--- src/rtl/id_stage_pkg.sv ---
// Shared ISA/CPU definitions for the decode stage: widths, opcodes,
// ALU/memory/exception codes, the ID/EX pipeline record and small helpers.
package id_stage_pkg;

    localparam int WORD_W = 32;
    localparam int ADDR_W = 30;
    localparam int REG_AW = 5;
    localparam int OP_W   = 6;
    localparam int IMM_W  = 16;

    localparam logic [REG_AW-1:0] LINK_REG = 5'd31;

    // Opcodes
    localparam logic [OP_W-1:0] OP_ADDUR = 6'h04;
    localparam logic [OP_W-1:0] OP_ADDUI = 6'h05;
    localparam logic [OP_W-1:0] OP_BE    = 6'h0C;
    localparam logic [OP_W-1:0] OP_BNE   = 6'h0D;
    localparam logic [OP_W-1:0] OP_CALL  = 6'h0E;
    localparam logic [OP_W-1:0] OP_JR    = 6'h0F;
    localparam logic [OP_W-1:0] OP_LDW   = 6'h16;
    localparam logic [OP_W-1:0] OP_STW   = 6'h17;

    // ALU_NOP passes alu_in_0 straight through to the result.
    typedef enum logic [3:0] {
        ALU_NOP = 4'h0,
        ALU_ADD = 4'h1
    } alu_op_e;

    typedef enum logic [1:0] {
        MEM_NOP = 2'b00,
        MEM_LDW = 2'b01,
        MEM_STW = 2'b10
    } mem_op_e;

    typedef enum logic [1:0] {
        EXP_NONE  = 2'b00,
        EXP_UNDEF = 2'b01
    } exp_code_e;

    // Everything carried from ID to EX.
    typedef struct packed {
        logic [ADDR_W-1:0] pc;
        logic              en;
        alu_op_e           alu_op;
        logic [WORD_W-1:0] alu_in_0;
        logic [WORD_W-1:0] alu_in_1;
        mem_op_e           mem_op;
        logic [WORD_W-1:0] mem_wr_data;
        logic [REG_AW-1:0] dst_addr;
        logic              gpr_we_;
        exp_code_e         exp_code;
    } id_ex_t;

    localparam id_ex_t ID_EX_RESET = '{
        pc: '0, en: 1'b0, alu_op: ALU_NOP, alu_in_0: '0, alu_in_1: '0,
        mem_op: MEM_NOP, mem_wr_data: '0, dst_addr: '0, gpr_we_: 1'b1,
        exp_code: EXP_NONE
    };

    function automatic logic [WORD_W-1:0] zext_imm(input logic [IMM_W-1:0] imm);
        return {{(WORD_W-IMM_W){1'b0}}, imm};
    endfunction

    function automatic logic [WORD_W-1:0] sext_imm(input logic [IMM_W-1:0] imm);
        return {{(WORD_W-IMM_W){imm[IMM_W-1]}}, imm};
    endfunction

    // Word address following pc plus a signed word offset; wraps at 2^ADDR_W.
    function automatic logic [ADDR_W-1:0] rel_target(input logic [ADDR_W-1:0] pc,
                                                     input logic [IMM_W-1:0]  imm);
        logic [ADDR_W-1:0] off;
        off = {{(ADDR_W-IMM_W){imm[IMM_W-1]}}, imm};
        return pc + ADDR_W'(1) + off;
    endfunction

    // Byte address of the instruction after pc, as written to the link register.
    function automatic logic [WORD_W-1:0] link_value(input logic [ADDR_W-1:0] pc);
        logic [ADDR_W-1:0] nxt;
        nxt = pc + ADDR_W'(1);
        return {nxt, {(WORD_W-ADDR_W){1'b0}}};
    endfunction

endpackage

--- src/rtl/id_stage_if.sv ---
// Signal bundle around the decode stage: IF/ID input, GPR ports, forwarding
// sources, branch feedback to fetch and the ID/EX register outputs.
interface id_stage_if;
    import id_stage_pkg::*;

    logic              stall;
    logic              flush;
    logic [ADDR_W-1:0] if_pc;
    logic [WORD_W-1:0] if_insn;
    logic              if_en;
    logic [REG_AW-1:0] gpr_rd_addr_0;
    logic [REG_AW-1:0] gpr_rd_addr_1;
    logic [WORD_W-1:0] gpr_rd_data_0;
    logic [WORD_W-1:0] gpr_rd_data_1;
    logic              ex_en;
    logic              ex_gpr_we_;
    logic [REG_AW-1:0] ex_dst_addr;
    logic [WORD_W-1:0] ex_fwd_data;
    logic              ex_mem_op_ld;
    logic              mem_en;
    logic              mem_gpr_we_;
    logic [REG_AW-1:0] mem_dst_addr;
    logic [WORD_W-1:0] mem_fwd_data;
    logic              br_taken;
    logic [ADDR_W-1:0] br_addr;
    logic              ld_hazard;
    logic [ADDR_W-1:0] id_pc;
    logic              id_en;
    alu_op_e           id_alu_op;
    logic [WORD_W-1:0] id_alu_in_0;
    logic [WORD_W-1:0] id_alu_in_1;
    mem_op_e           id_mem_op;
    logic [WORD_W-1:0] id_mem_wr_data;
    logic [REG_AW-1:0] id_dst_addr;
    logic              id_gpr_we_;
    exp_code_e         id_exp_code;

    // Pipeline environment side (fetch, register file, later stages, controller).
    modport master (
        output stall, flush, if_pc, if_insn, if_en, gpr_rd_data_0, gpr_rd_data_1,
               ex_en, ex_gpr_we_, ex_dst_addr, ex_fwd_data, ex_mem_op_ld,
               mem_en, mem_gpr_we_, mem_dst_addr, mem_fwd_data,
        input  gpr_rd_addr_0, gpr_rd_addr_1, br_taken, br_addr, ld_hazard,
               id_pc, id_en, id_alu_op, id_alu_in_0, id_alu_in_1, id_mem_op,
               id_mem_wr_data, id_dst_addr, id_gpr_we_, id_exp_code
    );

    // Decode stage side.
    modport slave (
        input  stall, flush, if_pc, if_insn, if_en, gpr_rd_data_0, gpr_rd_data_1,
               ex_en, ex_gpr_we_, ex_dst_addr, ex_fwd_data, ex_mem_op_ld,
               mem_en, mem_gpr_we_, mem_dst_addr, mem_fwd_data,
        output gpr_rd_addr_0, gpr_rd_addr_1, br_taken, br_addr, ld_hazard,
               id_pc, id_en, id_alu_op, id_alu_in_0, id_alu_in_1, id_mem_op,
               id_mem_wr_data, id_dst_addr, id_gpr_we_, id_exp_code
    );

endinterface

--- src/rtl/id_stage_decoder.sv ---
// Combinational part of decode: field extraction, operand forwarding,
// load-use hazard detection, branch resolution and control generation.
module id_stage_decoder
    import id_stage_pkg::*;
(
    id_stage_if.slave bus,
    output id_ex_t    dec
);

    logic [OP_W-1:0]   op;
    logic [REG_AW-1:0] ra_addr;
    logic [REG_AW-1:0] rb_addr;
    logic [REG_AW-1:0] rd_addr;
    logic [IMM_W-1:0]  imm;

    // Register-register ops name their destination in the top bits of the immediate field.
    assign op      = bus.if_insn[WORD_W-1 -: OP_W];
    assign ra_addr = bus.if_insn[WORD_W-OP_W-1 -: REG_AW];
    assign rb_addr = bus.if_insn[WORD_W-OP_W-REG_AW-1 -: REG_AW];
    assign rd_addr = bus.if_insn[IMM_W-1 -: REG_AW];
    assign imm     = bus.if_insn[IMM_W-1:0];

    assign bus.gpr_rd_addr_0 = ra_addr;
    assign bus.gpr_rd_addr_1 = rb_addr;

    logic [REG_AW-1:0] src_addr [2];
    logic [WORD_W-1:0] gpr_data [2];
    logic [WORD_W-1:0] src_data [2];

    assign src_addr[0] = ra_addr;
    assign src_addr[1] = rb_addr;
    assign gpr_data[0] = bus.gpr_rd_data_0;
    assign gpr_data[1] = bus.gpr_rd_data_1;

    // Youngest in-flight producer wins: EX result, then MEM result, then the register file.
    genvar gi;
    generate
        for (gi = 0; gi < 2; gi++) begin : g_fwd
            assign src_data[gi] =
                (bus.ex_en  && !bus.ex_gpr_we_  && bus.ex_dst_addr  == src_addr[gi]) ? bus.ex_fwd_data  :
                (bus.mem_en && !bus.mem_gpr_we_ && bus.mem_dst_addr == src_addr[gi]) ? bus.mem_fwd_data :
                gpr_data[gi];
        end
    endgenerate

    logic [WORD_W-1:0] ra_data;
    logic [WORD_W-1:0] rb_data;
    logic              use_ra;
    logic              use_rb;
    logic              br_cond;
    logic [ADDR_W-1:0] br_tgt;

    assign ra_data = src_data[0];
    assign rb_data = src_data[1];

    // Per-opcode control, source usage and branch condition/target.
    always_comb begin
        dec.pc          = bus.if_pc;
        dec.en          = bus.if_en;
        dec.alu_op      = ALU_NOP;
        dec.alu_in_0    = ra_data;
        dec.alu_in_1    = rb_data;
        dec.mem_op      = MEM_NOP;
        dec.mem_wr_data = rb_data;
        dec.dst_addr    = rb_addr;
        dec.gpr_we_     = 1'b1;
        dec.exp_code    = EXP_NONE;
        use_ra          = 1'b0;
        use_rb          = 1'b0;
        br_cond         = 1'b0;
        br_tgt          = rel_target(bus.if_pc, imm);
        case (op)
            OP_ADDUR: begin
                dec.alu_op   = ALU_ADD;
                dec.dst_addr = rd_addr;
                dec.gpr_we_  = 1'b0;
                use_ra       = 1'b1;
                use_rb       = 1'b1;
            end
            OP_ADDUI: begin
                dec.alu_op   = ALU_ADD;
                dec.alu_in_1 = zext_imm(imm);
                dec.gpr_we_  = 1'b0;
                use_ra       = 1'b1;
            end
            OP_LDW: begin
                dec.alu_op   = ALU_ADD;
                dec.alu_in_1 = sext_imm(imm);
                dec.mem_op   = MEM_LDW;
                dec.gpr_we_  = 1'b0;
                use_ra       = 1'b1;
            end
            OP_STW: begin
                dec.alu_op   = ALU_ADD;
                dec.alu_in_1 = sext_imm(imm);
                dec.mem_op   = MEM_STW;
                use_ra       = 1'b1;
                use_rb       = 1'b1;
            end
            OP_BE: begin
                br_cond = (ra_data == rb_data);
                use_ra  = 1'b1;
                use_rb  = 1'b1;
            end
            OP_BNE: begin
                br_cond = (ra_data != rb_data);
                use_ra  = 1'b1;
                use_rb  = 1'b1;
            end
            OP_CALL: begin
                br_cond      = 1'b1;
                dec.alu_in_0 = link_value(bus.if_pc);
                dec.alu_in_1 = '0;
                dec.dst_addr = LINK_REG;
                dec.gpr_we_  = 1'b0;
            end
            OP_JR: begin
                br_cond = 1'b1;
                br_tgt  = ra_data[WORD_W-1 -: ADDR_W];
                use_ra  = 1'b1;
            end
            default: begin
                dec.exp_code = EXP_UNDEF;
            end
        endcase
    end

    // A load still in EX cannot be forwarded yet; only sources the opcode reads matter.
    assign bus.ld_hazard = bus.if_en && bus.ex_en && bus.ex_mem_op_ld && !bus.ex_gpr_we_ &&
                           ((use_ra && bus.ex_dst_addr == ra_addr) ||
                            (use_rb && bus.ex_dst_addr == rb_addr));

    assign bus.br_taken = bus.if_en && !bus.ld_hazard && br_cond;
    assign bus.br_addr  = br_tgt;

endmodule

--- src/rtl/id_stage_id_reg.sv ---
// ID/EX pipeline register with reset, stall (hold) and bubble insertion.
module id_stage_id_reg
    import id_stage_pkg::*;
(
    input  logic   clk,
    input  logic   reset,
    input  logic   stall,
    input  logic   flush,
    input  logic   ld_hazard,
    input  id_ex_t dec,
    output id_ex_t q
);

    id_ex_t q_reg;
    id_ex_t q_next;
    logic   bubble;

    // Flush, a load-use hazard or an empty IF/ID slot all turn the slot into a no-op.
    assign bubble = flush || ld_hazard || !dec.en;

    // Hold on stall; otherwise take the decode, neutralised when bubbling (pc still follows).
    always_comb begin
        q_next = q_reg;
        if (!stall) begin
            q_next = dec;
            if (bubble) begin
                q_next.en       = 1'b0;
                q_next.gpr_we_  = 1'b1;
                q_next.mem_op   = MEM_NOP;
                q_next.exp_code = EXP_NONE;
            end
        end
    end

    // State register; reset overrides stall and flush.
    always_ff @(posedge clk) begin
        if (reset) begin
            q_reg <= ID_EX_RESET;
        end else begin
            q_reg <= q_next;
        end
    end

    assign q = q_reg;

endmodule

--- src/rtl/id_stage.sv ---
// Instruction decode stage: wires the combinational decoder to the ID/EX register.
module id_stage
    import id_stage_pkg::*;
(
    input  logic      clk,
    input  logic      reset,
    id_stage_if.slave bus
);

    id_ex_t dec;
    id_ex_t q;

    id_stage_decoder u_decoder (
        .bus (bus),
        .dec (dec)
    );

    id_stage_id_reg u_id_reg (
        .clk       (clk),
        .reset     (reset),
        .stall     (bus.stall),
        .flush     (bus.flush),
        .ld_hazard (bus.ld_hazard),
        .dec       (dec),
        .q         (q)
    );

    assign bus.id_pc          = q.pc;
    assign bus.id_en          = q.en;
    assign bus.id_alu_op      = q.alu_op;
    assign bus.id_alu_in_0    = q.alu_in_0;
    assign bus.id_alu_in_1    = q.alu_in_1;
    assign bus.id_mem_op      = q.mem_op;
    assign bus.id_mem_wr_data = q.mem_wr_data;
    assign bus.id_dst_addr    = q.dst_addr;
    assign bus.id_gpr_we_     = q.gpr_we_;
    assign bus.id_exp_code    = q.exp_code;

endmodule

--- src/flat_wrapper.sv ---
// flat-port wrapper written by rule: the top's interface ports become plain ports
module id_stage_flat import id_stage_pkg::*;
  (clk, reset, bus_stall, bus_flush, bus_if_pc, bus_if_insn, bus_if_en, bus_gpr_rd_data_0, bus_gpr_rd_data_1, bus_ex_en, bus_ex_gpr_we_, bus_ex_dst_addr, bus_ex_fwd_data, bus_ex_mem_op_ld, bus_mem_en, bus_mem_gpr_we_, bus_mem_dst_addr, bus_mem_fwd_data, bus_gpr_rd_addr_0, bus_gpr_rd_addr_1, bus_br_taken, bus_br_addr, bus_ld_hazard, bus_id_pc, bus_id_en, bus_id_alu_op, bus_id_alu_in_0, bus_id_alu_in_1, bus_id_mem_op, bus_id_mem_wr_data, bus_id_dst_addr, bus_id_gpr_we_, bus_id_exp_code);
  id_stage_if bus_i ();
  input  logic clk;
  input  logic reset;
  input wire logic [$bits(bus_i.stall)-1:0] bus_stall;
  input wire logic [$bits(bus_i.flush)-1:0] bus_flush;
  input wire logic [$bits(bus_i.if_pc)-1:0] bus_if_pc;
  input wire logic [$bits(bus_i.if_insn)-1:0] bus_if_insn;
  input wire logic [$bits(bus_i.if_en)-1:0] bus_if_en;
  input wire logic [$bits(bus_i.gpr_rd_data_0)-1:0] bus_gpr_rd_data_0;
  input wire logic [$bits(bus_i.gpr_rd_data_1)-1:0] bus_gpr_rd_data_1;
  input wire logic [$bits(bus_i.ex_en)-1:0] bus_ex_en;
  input wire logic [$bits(bus_i.ex_gpr_we_)-1:0] bus_ex_gpr_we_;
  input wire logic [$bits(bus_i.ex_dst_addr)-1:0] bus_ex_dst_addr;
  input wire logic [$bits(bus_i.ex_fwd_data)-1:0] bus_ex_fwd_data;
  input wire logic [$bits(bus_i.ex_mem_op_ld)-1:0] bus_ex_mem_op_ld;
  input wire logic [$bits(bus_i.mem_en)-1:0] bus_mem_en;
  input wire logic [$bits(bus_i.mem_gpr_we_)-1:0] bus_mem_gpr_we_;
  input wire logic [$bits(bus_i.mem_dst_addr)-1:0] bus_mem_dst_addr;
  input wire logic [$bits(bus_i.mem_fwd_data)-1:0] bus_mem_fwd_data;
  output wire logic [$bits(bus_i.gpr_rd_addr_0)-1:0] bus_gpr_rd_addr_0;
  output wire logic [$bits(bus_i.gpr_rd_addr_1)-1:0] bus_gpr_rd_addr_1;
  output wire logic [$bits(bus_i.br_taken)-1:0] bus_br_taken;
  output wire logic [$bits(bus_i.br_addr)-1:0] bus_br_addr;
  output wire logic [$bits(bus_i.ld_hazard)-1:0] bus_ld_hazard;
  output wire logic [$bits(bus_i.id_pc)-1:0] bus_id_pc;
  output wire logic [$bits(bus_i.id_en)-1:0] bus_id_en;
  output wire logic [$bits(bus_i.id_alu_op)-1:0] bus_id_alu_op;
  output wire logic [$bits(bus_i.id_alu_in_0)-1:0] bus_id_alu_in_0;
  output wire logic [$bits(bus_i.id_alu_in_1)-1:0] bus_id_alu_in_1;
  output wire logic [$bits(bus_i.id_mem_op)-1:0] bus_id_mem_op;
  output wire logic [$bits(bus_i.id_mem_wr_data)-1:0] bus_id_mem_wr_data;
  output wire logic [$bits(bus_i.id_dst_addr)-1:0] bus_id_dst_addr;
  output wire logic [$bits(bus_i.id_gpr_we_)-1:0] bus_id_gpr_we_;
  output wire logic [$bits(bus_i.id_exp_code)-1:0] bus_id_exp_code;
  assign bus_i.stall = bus_stall;
  assign bus_i.flush = bus_flush;
  assign bus_i.if_pc = bus_if_pc;
  assign bus_i.if_insn = bus_if_insn;
  assign bus_i.if_en = bus_if_en;
  assign bus_i.gpr_rd_data_0 = bus_gpr_rd_data_0;
  assign bus_i.gpr_rd_data_1 = bus_gpr_rd_data_1;
  assign bus_i.ex_en = bus_ex_en;
  assign bus_i.ex_gpr_we_ = bus_ex_gpr_we_;
  assign bus_i.ex_dst_addr = bus_ex_dst_addr;
  assign bus_i.ex_fwd_data = bus_ex_fwd_data;
  assign bus_i.ex_mem_op_ld = bus_ex_mem_op_ld;
  assign bus_i.mem_en = bus_mem_en;
  assign bus_i.mem_gpr_we_ = bus_mem_gpr_we_;
  assign bus_i.mem_dst_addr = bus_mem_dst_addr;
  assign bus_i.mem_fwd_data = bus_mem_fwd_data;
  assign bus_gpr_rd_addr_0 = bus_i.gpr_rd_addr_0;
  assign bus_gpr_rd_addr_1 = bus_i.gpr_rd_addr_1;
  assign bus_br_taken = bus_i.br_taken;
  assign bus_br_addr = bus_i.br_addr;
  assign bus_ld_hazard = bus_i.ld_hazard;
  assign bus_id_pc = bus_i.id_pc;
  assign bus_id_en = bus_i.id_en;
  assign bus_id_alu_op = bus_i.id_alu_op;
  assign bus_id_alu_in_0 = bus_i.id_alu_in_0;
  assign bus_id_alu_in_1 = bus_i.id_alu_in_1;
  assign bus_id_mem_op = bus_i.id_mem_op;
  assign bus_id_mem_wr_data = bus_i.id_mem_wr_data;
  assign bus_id_dst_addr = bus_i.id_dst_addr;
  assign bus_id_gpr_we_ = bus_i.id_gpr_we_;
  assign bus_id_exp_code = bus_i.id_exp_code;
  id_stage u_core (.clk(clk), .reset(reset), .bus(bus_i));
endmodule
--- config.mk ---
export PLATFORM = sky130hd
export DESIGN_NAME = id_stage_flat
export DESIGN_NICKNAME = d
export VERILOG_FILES = /design/src/rtl/id_stage_pkg.sv /design/src/rtl/id_stage_if.sv /design/src/rtl/id_stage_decoder.sv /design/src/rtl/id_stage_id_reg.sv /design/src/rtl/id_stage.sv /design/src/flat_wrapper.sv
export SDC_FILE = /design/constraint.sdc
export NUM_CORES = 1
export LEC_CHECK = 0
export BUFFER_PORTS_ARGS = -buffer_cell sky130_fd_sc_hd__clkbuf_2
export CAP_MARGIN = 30
export CORE_UTILIZATION = 40
export DETAILED_ROUTE_END_ITERATION = 8
export PLACE_DENSITY = 0.8
export SLEW_MARGIN = 20
export SYNTH_ARGS = -nofsm -noshare
export SYNTH_HDL_FRONTEND = slang
export SYNTH_SLANG_ARGS = --single-unit
export TNS_END_PERCENT = 50
--- constraint.sdc ---
create_clock -name clk -period 3.9 [get_ports clk]
set_input_delay 0 -clock clk [delete_from_list [all_inputs] [get_ports clk]]
set_output_delay 0 -clock clk [all_outputs]
set_load 0.005 [all_outputs]
-- Word level (Yosys, flattened, before mapping)
Cells that the tools add are included.
- logic and storage cells: 72
- input bits: 210
- bits in registers: 141
- output and inout bits: 183
- mux-type cells: 18
- eq/ne operators: 14
- add/sub/neg operators: 2
- reductions and logical operators: 28
- operators by type and width (cell ; number):
    $mux W32 ; 5
    $pmux W32 S3 ; 1
    $eq A32 B32 Y1 ; 1
    $ne A32 B32 Y1 ; 1
    $add A30 B1 Y30 const B ; 1
    $add A30 B30 Y30 ; 1
    $mux W30 ; 1
    $eq A6 B4 Y1 const B ; 4
    $eq A5 B5 Y1 ; 4
    $logic_and A1 B1 Y1 ; 14
    $eq A6 B3 Y1 const B ; 2
    $eq A6 B5 Y1 const B ; 2
    $reduce_or A4 Y1 ; 3
    $pmux W5 S2 ; 1
    $reduce_or A8 Y1 ; 1
    $reduce_or A7 Y1 ; 1
    $mux W1 ; 6
    $logic_not A1 Y1 ; 4
    $pmux W2 S2 ; 1
    $reduce_or A2 Y1 ; 2
    $logic_or A1 B1 Y1 ; 3
    $mux W3 ; 1
    $pmux W1 S3 ; 1
    $mux W2 ; 1

-- Logic depth before layout (Yosys ltp)
- word-level depth: 9
- mapped depth: 17

-- Worst setup path before layout
No wires, ideal clock.
- path type: input-to-output
- start: input bus_if_pc[0]
- end: output bus_br_addr[27]
- setup slack: 853 ps
- data required time: 3900 ps
- arrival: 3047 ps
- cell stages on the path: 16
- cell sequence: ha_1 nand3_1 nor2_1 nand3_1 xnor2_1 ha_1 and3_1 nand3_1 or3b_2 a21o_1 a21oi_1 o21bai_1 a31oi_1 o21ai_0 and3_1 o31ai_1
- cells in the longest elaborated chain, start to end: 3
- RTL lines (item ; line ; source):
    start, declared ; flat_wrapper.sv:9 ; input wire logic [$bits(bus_i.if_pc)-1:0] bus_if_pc;
    $add A30 B1 Y30 ; id_stage_pkg.sv:73 ; return pc + ADDR_W'(1) + off;
    $add A30 B30 Y30 ; id_stage_pkg.sv:73 ;
    $mux W30 ; id_stage_decoder.sv:72 ; case (op)
    end, declared ; flat_wrapper.sv:26 ; output wire logic [$bits(bus_i.br_addr)-1:0] bus_br_addr;
No other way between the ends.

-- Worst setup path after layout
- start: input bus_ex_gpr_we_
- end: output bus_br_taken
- cells in the longest elaborated chain, start to end: 7
- elaborated cells on any way between the ends: 14
- those cells by class: eq/ne (2); mux (3); reduce/logical (9)
- RTL lines (item ; line ; source):
    start, declared ; flat_wrapper.sv:15 ; input wire logic [$bits(bus_i.ex_gpr_we_)-1:0] bus_ex_gpr_we_;
    $logic_not A1 Y1 * ; id_stage_decoder.sv:40, id_stage_decoder.sv:129 ;
    $logic_and A1 B1 Y1 (2 in a row) ; id_stage_decoder.sv:40 ; (bus.ex_en && !bus.ex_gpr_we_ && bus.ex_dst_addr == src_addr[gi]) ? bus.ex_fwd_data :
    $mux W32 ; id_stage_decoder.sv:40 ;
    $ne A32 B32 Y1 / $eq A32 B32 Y1 (equally long branches) ; id_stage_decoder.sv:106, id_stage_decoder.sv:101 ;
    $pmux W1 S3 ; id_stage_decoder.sv:72 ;
    $logic_and A1 B1 Y1 * ; id_stage_decoder.sv:133 ; assign bus.br_taken = bus.if_en && !bus.ld_hazard && br_cond;
    end, declared ; flat_wrapper.sv:25 ; output wire logic [$bits(bus_i.br_taken)-1:0] bus_br_taken;
Mark *: on every way between the ends. The rest lies on a longest branch, timed or not.

==> metrics <==
vias in the first global route 11717; Syn Area/Cell 7.43 um2; Synth Cell Area 9930 um2; core area 24300 um2; IO Pins 393; Port Buffers 388; remaining antenna violation count 0; critical path type in2out; total track usage 0.348; Placed Cells 1997; status completed; hold_ws 14.2 ps; Vias/cell 5.91; Initial DRT Pass Iterations 6; Core Rows 57; Final Slew Violations 0; top_reg_cell synth dfxtp_1; TritonCTS buffer count 17; Num Clock Sinks 137; clk_lat worst skew 420 ps; Cells after Synth 1337; TritonCTS clock tree yes; Clock Path Buffers 2; Pleak 6.07 nW; Horiz. Die Dim 160 um; final setup fails 0; total of max-cap violations 0; Max FO, Critical Path 18; die area 25500 um2; Clock transition at path regs 60 ps; clock skew 0 ps; Period Utilization, post-route 0.948; post-synth cell types 64; Placer Congestion 0.967; Cell Count, Final, Fillers Out 2081; Yosys reg bits 137; initial antenna violation count 3; first-pass GRT wire length 68500 um; Tmin final 3700 ps; Slew HR 0.368; register area share after synthesis 0.276; Initial Utilization 0.408; Post-synth EDFFs 0; fmax 271 MHz; Cell Pwr Density 343 nW/um2; H-tree depth 4; Total Wirelength 45200 um; worst setup margin 203 ps; yosys synthesis warning count 0; Fin Setup TNS 0 ps; GRT overflow 0; CP startpoint kind input port; DP Wirelength 33900 um; share of cells above drive strength 1 0.287; Die H 160 um; max reg flops 137; RSZ-0062 raised after global routing false; Layout area overhead 35.1%; peak supply drop 0.000229 V; largest net degree at the start of global routing 64; Vias 12304; critical path endpoint category output pin; nets 1983; DR iter-0 viols 1449; final count of hold timing violations 0; drc violations 0; worst-margin pin slew 945 ps; drt wl/cell 21.7 um; Place WS 111 ps; Worst EP arrival 3700 ps; CTS Root Cell clkbuf_16; Hold Path Class in2reg; Req. time, crit path 3900 ps; Async S/R FF share, synth 0
[report_power, final]
group | internal (W) | switching, W
clock | 0.00103 | 0.000699
combinational | 0.000564 | 0.000769
sequential | 0.00149 | 0.0000491
total | 0.00308 | 0.00152
[critical path, cell delays in order]
cell and delay [ps]:
clkbuf_2 90, nand2b_1 230, or3_1 430, or2_1 560, buf_4 340, a31oi_1 470, or2_2 210, nand3_1 60
nor4_1 410, and4_1 370, xor2_1 170, o2111a_1 210, clkbuf_2 120
[synth_stat cells, drive strengths merged (4+ instances only)]
cell    count  area, um2
nand2b      7       43.8
a211oi      8       60.1
and4        6       52.6
nand3      74        370
or2         7       43.8
and3        9       56.3
a222oi     16        160
xor2       32        280
nor3       60        300
buf        31        196
a21o       10       75.1
a221oi     25        219
dfxtp     137       2740
mux2i      73        731
o21a        7       52.6
nor2      194        741
xnor2      72        631
o21ai      82        410
inv        21       78.8
a311oi     12        105
nand2     121        454
ha         30        375
nor4        5       31.3
a221o       5       50.1
a31oi      50        343
a21oi      83        415
o221ai      6       52.6
or3         9       56.3
o31ai       4       30.0
o21bai      5       37.5
nand4      14       87.6
clkbuf     80        300
nor2b       5       31.3
[final cells by class]
type	count	area (um2)
Inverter	22	82.6
Timing Repair Buffer	494	2880
Antenna cell	2	5.00
Sequential cell	137	2740
Clock buffer	19	443
Clock inverter	13	168
Fill cell	2288	10900
Multi-Input combinational cell	1070	6680
Tap cell	324	405
[timing repair]
item,CTS,global route
endpoints found under the hold margin,55,0
resized for setup,0,14
hold buffers,50,0
buffers inserted,0,0
setup endpoints to repair,0,7
[final timing paths]
kind                          from                     to  slack [ps]  cells past startpoint
max reg2reg  u_core.u_id_reg.q[43]  u_core.u_id_reg.q[43]        3030                      2
min                  bus_if_pc[13]  u_core.u_id_reg.q[89]          10                      4
max                 bus_ex_gpr_we_           bus_br_taken         200                     13
min reg2reg  u_core.u_id_reg.q[91]  u_core.u_id_reg.q[91]         460                      2
[routing by layer]
layer  vias up  GRT usage  routed length [um]  part of all wire
li1       5645          -                   -                 -
met4         2      0.174                2360             0.052
met5         -          0                  13           0.00029
met2       807      0.563               20500              0.45
met1      5691      0.433               17700              0.39
met3       159     0.0818                4630              0.10
[cells in the final DEF (no fill, tap or decap), types with 50 or more instances in the layout]
master / instances
nand2_1: 121
nor3_1: 57
clkbuf_2: 386
a21oi_1: 80
o21ai_0: 78
nand3_1: 74
dlygate4sd3_1: 50
dfxtp_1: 137
xnor2_1: 71
buf_4: 56
mux2i_1: 73
nor2_1: 191
[cell families after synthesis]
logic type / count (synthesis) / synth area share
multiplexers: 73 / 0.0736
other: 1 / 0.000378
flip-flops: 137 / 0.276
buffers and inverters: 133 / 0.0583
adder cells (fa/ha/maj): 31 / 0.0398
AO/OA/AOI/OAI: 340 / 0.226
AND/OR/NAND/NOR: 518 / 0.234
XOR/XNOR: 104 / 0.0917
[stage by stage]
| step | util | instance area [um2] | total power [W] |
|---|---|---|---|
| final | 0.551 | 13400 | 0.00460 |
| after CTS | 0.549 | 13400 | 0.00458 |
| after global placement | 0.503 | 12200 | 0.00280 |
| after detailed placement | 0.504 | 12200 | 0.00281 |
| after global routing | 0.551 | 13400 | 0.00478 |
| after floorplan | - | 9940 | 0.00224 |
No activity file was read; power rests on OpenSTA's default activity.
